--- src/rtl/regfile_sb.sv ---
// rtl/regfile_sb.sv - 32x32 register file with write-through bypass and pending-write scoreboard
module regfile_sb #(
  parameter int DW   = 32,
  parameter int NREG = 32,
  parameter int PW   = 2
) (
  input  logic                    CLK,
  input  logic                    nRST,
  input  logic                    WEN,
  input  logic [$clog2(NREG)-1:0] wsel,
  input  logic [DW-1:0]           wdat,
  input  logic [$clog2(NREG)-1:0] rsel1,
  input  logic [$clog2(NREG)-1:0] rsel2,
  output logic [DW-1:0]           rdat1,
  output logic [DW-1:0]           rdat2,
  input  logic                    issue_en,
  input  logic                    issue_wr,
  input  logic [$clog2(NREG)-1:0] issue_dst,
  input  logic                    sb_clr,
  output logic                    stall,
  output logic                    sb_err
);

  localparam int SW = $clog2(NREG);
  localparam logic [PW-1:0] CNT_MAX = {PW{1'b1}};
  localparam logic [PW-1:0] CNT_ONE = PW'(1);

  logic [DW-1:0]   regs [NREG];
  logic [PW-1:0]   cnt  [NREG];
  logic [NREG-1:0] inc_vec;
  logic [NREG-1:0] dec_vec;
  logic            haz1;
  logic            haz2;

  // Architectural array; register 0 is never written so it stays 0
  always_ff @(posedge CLK or negedge nRST) begin
    if (!nRST) begin
      for (int r = 0; r < NREG; r++) regs[r] <= '0;
    end else if (WEN && wsel != '0) begin
      regs[wsel] <= wdat;
    end
  end

  // Per-register issue (increment) and write-back (decrement) strobes
  always_comb begin
    inc_vec = '0;
    dec_vec = '0;
    for (int r = 1; r < NREG; r++) begin
      inc_vec[r] = issue_en && issue_wr && (issue_dst == SW'(r));
      dec_vec[r] = WEN && (wsel == SW'(r));
    end
  end

  // Pending-write counters; flush wins, saturate and flag on over/underflow
  always_ff @(posedge CLK or negedge nRST) begin
    if (!nRST) begin
      for (int r = 0; r < NREG; r++) cnt[r] <= '0;
      sb_err <= 1'b0;
    end else if (sb_clr) begin
      for (int r = 0; r < NREG; r++) cnt[r] <= '0;
    end else begin
      for (int r = 0; r < NREG; r++) begin
        if (inc_vec[r] && !dec_vec[r]) begin
          if (cnt[r] == CNT_MAX) sb_err <= 1'b1;
          else                   cnt[r] <= cnt[r] + CNT_ONE;
        end else if (dec_vec[r] && !inc_vec[r]) begin
          if (cnt[r] == '0) sb_err <= 1'b1;
          else              cnt[r] <= cnt[r] - CNT_ONE;
        end
      end
    end
  end

  // Read ports: reg 0 reads 0, same-cycle write-back is forwarded
  always_comb begin
    rdat1 = '0;
    rdat2 = '0;
    if (rsel1 != '0) rdat1 = (WEN && wsel == rsel1) ? wdat : regs[rsel1];
    if (rsel2 != '0) rdat2 = (WEN && wsel == rsel2) ? wdat : regs[rsel2];
  end

  // RAW hazard: a sole pending writer retiring this cycle is covered by the bypass
  always_comb begin
    haz1  = (rsel1 != '0) && (cnt[rsel1] != '0) && !((cnt[rsel1] == CNT_ONE) && dec_vec[rsel1]);
    haz2  = (rsel2 != '0) && (cnt[rsel2] != '0) && !((cnt[rsel2] == CNT_ONE) && dec_vec[rsel2]);
    stall = haz1 || haz2;
  end

endmodule

--- config.mk ---
export PLATFORM = sky130hd
export DESIGN_NAME = regfile_sb
export DESIGN_NICKNAME = d
export VERILOG_FILES = /design/src/rtl/regfile_sb.sv
export SDC_FILE = /design/constraint.sdc
export NUM_CORES = 2
export LEC_CHECK = 0
export ABC_AREA = 0
export CAP_MARGIN = 40
export CORE_ASPECT_RATIO = 0.5
export CORE_MARGIN = 2
export CORE_UTILIZATION = 50
export DETAILED_ROUTE_END_ITERATION = 6
export PLACE_DENSITY = 0.76
export SYNTH_ARGS = -nofsm -noshare
export SYNTH_HDL_FRONTEND = slang
export SYNTH_SLANG_ARGS = --single-unit
--- constraint.sdc ---
create_clock -name CLK -period 4.4 [get_ports CLK]
set_input_delay 0.88 -clock CLK [delete_from_list [all_inputs] [get_ports CLK]]
set_output_delay 0.88 -clock CLK [all_outputs]
set_load 0.05 [all_outputs]
==> impl_metrics.tcl <==
set metrics [dict create \
    status "completed" \
    worst-slew-pin-transition_ps 1026 \
    asyncSetResetFlopFracSynth_pct 100.0 \
    rsz0062_at_grt "no" \
    rr_startpoint "cnt[10]$_DFFE_PN0P_" \
    finalSetupViolations 0 \
    timing.max_slew.rel_slack_pct 31.59 \
    cp_top_delay_family "multiplexers" \
    timing.reg2reg.setup_slack_ps 2330 \
    row_count 89 \
    clk_path_buf_depth 3 \
    timing.clock.skew_ps 11.43 \
    critical_path_arrival_ps 3440 \
    cp-start-kind "input port" \
    gpl.final_weighted_congestion 0.9860 \
    dominantRegCellSynth "dfrtp_1" \
    grt_pass1_wl_um 307400 \
    timing.critical_path.fanout_max 15 \
    drcViolationCount 0 \
    post-route-worst-setup-slack_ps 78.30 \
    finish.utilization_pct 58.47 \
    ir_worst_vdd_mv 0.3201 \
    routed_wirelength_um 208300 \
    dp.final_hpwl_um 124500 \
    antenna_violation_net_count_after_detailed_routing 0 \
    timing.critical_path.buf_inv 4 \
    grt.overflow.total 0 \
    worst_path_largest_cell_delay_ps 540 \
    yosysWarningCount 0 \
    io_pins 124 \
    period_needed_ps 4322 \
    timing.final.max_slew_violations 0 \
    routed_via_density 6.848 \
    cts.sinks 1087 \
    reg2reg_depth 7 \
    grt_usage_pct 33.69 \
    clock_tree.htree_level_count 3 \
    ys_ff_latch 1087 \
    timing.final.hold_violations 0 \
    timing.hold.worst.class "in2async" \
    worst-endpoint-required_ps 3520 \
    synth_enable_flop_cells 0 \
    holdBufCountCts 0 \
    tot_pwr_mw 29.85 \
    p_leak_nw 31.46 \
    start_util_pct 50.77 \
    insertion_delay_ps 710 \
    crit_chain "buf_8 > buf_4 > mux4_2 > mux4_2 > mux2i_1 > buf_4 > a211oi_2 > buf_12" \
    numCtsBuffers 101 \
    syn_area_cell_um2 11.89 \
    ys_seq_area_share_pct 45.13 \
    critical_path.endpoint_type "output port" \
    layout-area-overhead-vs-synth_pct 15.17 \
    path_clk_slew_ps 60 \
    maxClockFrequency_mhz 231.4 \
    cell_count_after_synthesis 5070 \
    tritoncts_clock_tree "done" \
    drt_first_pass_iters 6 \
    grt_antenna_before_repair 6 \
    vias_in_the_first_global_route 47204 \
    post-place-ws_ps -45.75 \
    post_route_cells_drive_above_1_share_pct 34.90 \
    layout.nets 5205 \
    n_fill_cell 8971 \
    maxCapViolCount 0 \
    whs_ps 192.0 \
    portbufs 123 \
    timing.rr.end "sb_err$_DFFE_PN0N_" \
    maximum_number_of_pins_on_one_net_before_global_route_repair 127 \
    drt_first_iter_violations 7264 \
    post_route_fraction_of_the_period_consumed_by_the_critical_path_pct 98.22 \
    critical_path.slowest_cell "mux4_2" \
    die_width_um 495.0 \
    netlist_area_mm2 0.06027 \
    core_region_area_mm2 0.1187 \
    chipHeight_um 249.5 \
    synthesis.nets 5128 \
    die-area_mm2 0.1235 \
    master_cell_of_the_clock_root_buffer "clkbuf_16" \
    vias 46671 \
    yosysUniqueCellTypes 68 \
    pwr_density_cell_mw_per_mm2 430.1 \
    wl_per_cell_um 30.56 \
    kind_of_critical_path "in2out" \
]
-- cells in the mapped netlist (3+ instances only) --
| library cell | n | area, um2 |
|---|---|---|
| mux2_2 | 487 | 5484 |
| a21oi_1 | 112 | 560.5 |
| o21ai_0 | 56 | 280.3 |
| buf_2 | 83 | 415.4 |
| mux4_2 | 670 | 15090 |
| a32o_1 | 3 | 30.03 |
| clkbuf_1 | 359 | 1348 |
| buf_1 | 39 | 146.4 |
| and4b_1 | 3 | 30.03 |
| nor2b_1 | 7 | 43.79 |
| nand3_1 | 16 | 80.08 |
| nand2_2 | 17 | 106.4 |
| nor4_1 | 8 | 50.05 |
| buf_4 | 9 | 67.56 |
| xnor2_1 | 7 | 61.31 |
| dfrtp_1 | 1087 | 27200 |
| a21boi_0 | 6 | 45.04 |
| a211oi_1 | 78 | 585.6 |
| a21o_1 | 7 | 52.55 |
| or4_1 | 23 | 172.7 |
| nor3_1 | 28 | 140.1 |
| or3_1 | 7 | 43.79 |
| inv_1 | 5 | 18.77 |
| or2_1 | 3 | 18.77 |
| nand4b_1 | 5 | 43.79 |
| nand2_1 | 1592 | 5976 |
| nand2b_1 | 13 | 81.33 |
| o22ai_1 | 3 | 18.77 |
| nand4_1 | 33 | 206.5 |
| nor2_1 | 169 | 634.4 |
| xor2_1 | 3 | 26.28 |
| and2_1 | 17 | 106.4 |
| mux2i_1 | 66 | 660.6 |
-- placed cells by master (no fill, tap or decap), types with 6 or more instances in the layout --
master	n
a211oi_1	58
nand4_1	33
nand2_2	30
bufinv_16	11
nor4_1	8
a21oi_1	112
clkdlybuf4s50_1	45
o21ai_0	56
nor3_1	28
clkinv_2	23
clkbuf_16	102
mux2_2	487
clkbuf_1	13
or3_1	7
a211oi_2	20
buf_4	268
a21o_1	7
nand2b_1	13
nor2_1	155
or4_1	22
dfrtp_1	1087
nor2b_1	6
nand3_1	16
xnor2_1	7
nand2_1	1579
mux4_2	670
clkbuf_8	22
and2_1	13
nor2_4	14
a21boi_0	6
buf_12	138
mux2i_1	66
-- what timing repair did --
action,4_1_cts,5_1_grt
endpoints found under the setup margin,6,33
gates resized for setup,7,19
gates cloned,0,1
setup buffers,0,0
-- worst reg2reg max path, stage by stage, from the launching register on --
cell	delay (ps)
dfrtp_1	470
a21boi_0	180
buf_4	170
a32oi_1	240
nand3_1	170
nor4_1	370
a41oi_1	150
or2_1	230
-- how the worst max path moves through the flow --
| stage | from | to | slack (ps) | cells after the start |
|---|---|---|---|---|
| final | rsel2[0] | rdat2[0] | 80 | 8 |
| after global routing | wsel[0] | rdat1[23] | 7 | 11 |
| after CTS | wsel[1] | rdat2[31] | 0.2 | 8 |
| after detailed placement | wsel[1] | rdat2[23] | -50 | 8 |
| after global placement | wsel[1] | rdat2[5] | -30 | 8 |
| after floorplan | rsel2[0] | rdat2[10] | -30 | 8 |
-- report_power, final --
group	internal, mW	leakage, nW	switching, mW
clock network	5.23	1.70	4.05
registers	11.7	14.1	1.34
logic	4.14	15.7	3.35
-- kinds of logic (layout without fill, tap and decap cells) --
| logic type | after synthesis | after routing | share of synthesized area [%] |
|---|---|---|---|
| simple gates | 1962 | 1962 | 13.16 |
| mux | 1223 | 1223 | 35.23 |
| flops | 1087 | 1087 | 45.13 |
| buf+inv | 498 | 649 | 3.355 |
| compound gates | 290 | 290 | 2.969 |
| xor+xnor | 10 | 10 | 0.1453 |
| other cells | 0 | 2 | 0 |
-- layer usage --
layer | GRT usage (%) | share of wire, % | vias to the layer above
met3 | 11.87 | 14 | 781
met5 | 0 | 0.027 | -
met1 | 44.61 | 36 | 23899
met4 | 16.88 | 6.0 | 8
li1 | - | - | 18362
met2 | 49.47 | 44 | 3621
-- state kept, by name, summed over array words and instances (netlist names) --
register / flops
regs: 1024
cnt: 62
sb_err: 1
-- stage by stage --
step	TNS [ps]	instances	area [um2]
3_3_place_gp	-36.00	6630	65720
3_5_place_dp	-128.8	6634	65830
2_1_floorplan	-940.2	5070	60270
5_1_grt	0	6813	69410
6_report	0	6815	69410
4_1_cts	0	6811	69270
-- cell type report --
| class | instances | area (um2) | area share (%) |
|---|---|---|---|
| Multi-Input combinational cell | 3485 | 31310 | 45.10 |
| Sequential cell | 1087 | 27200 | 39.19 |
| Inverter | 6 | 22.52 | 0.03245 |
| Antenna cell | 2 | 5.005 | 0.007210 |
| Tap cell | 1592 | 1992 | 2.870 |
| Clock buffer | 136 | 2879 | 4.148 |
| Timing Repair Buffer | 466 | 5472 | 7.883 |
| Clock inverter | 41 | 534.3 | 0.7697 |
Power figures use the tool's default switching activity.
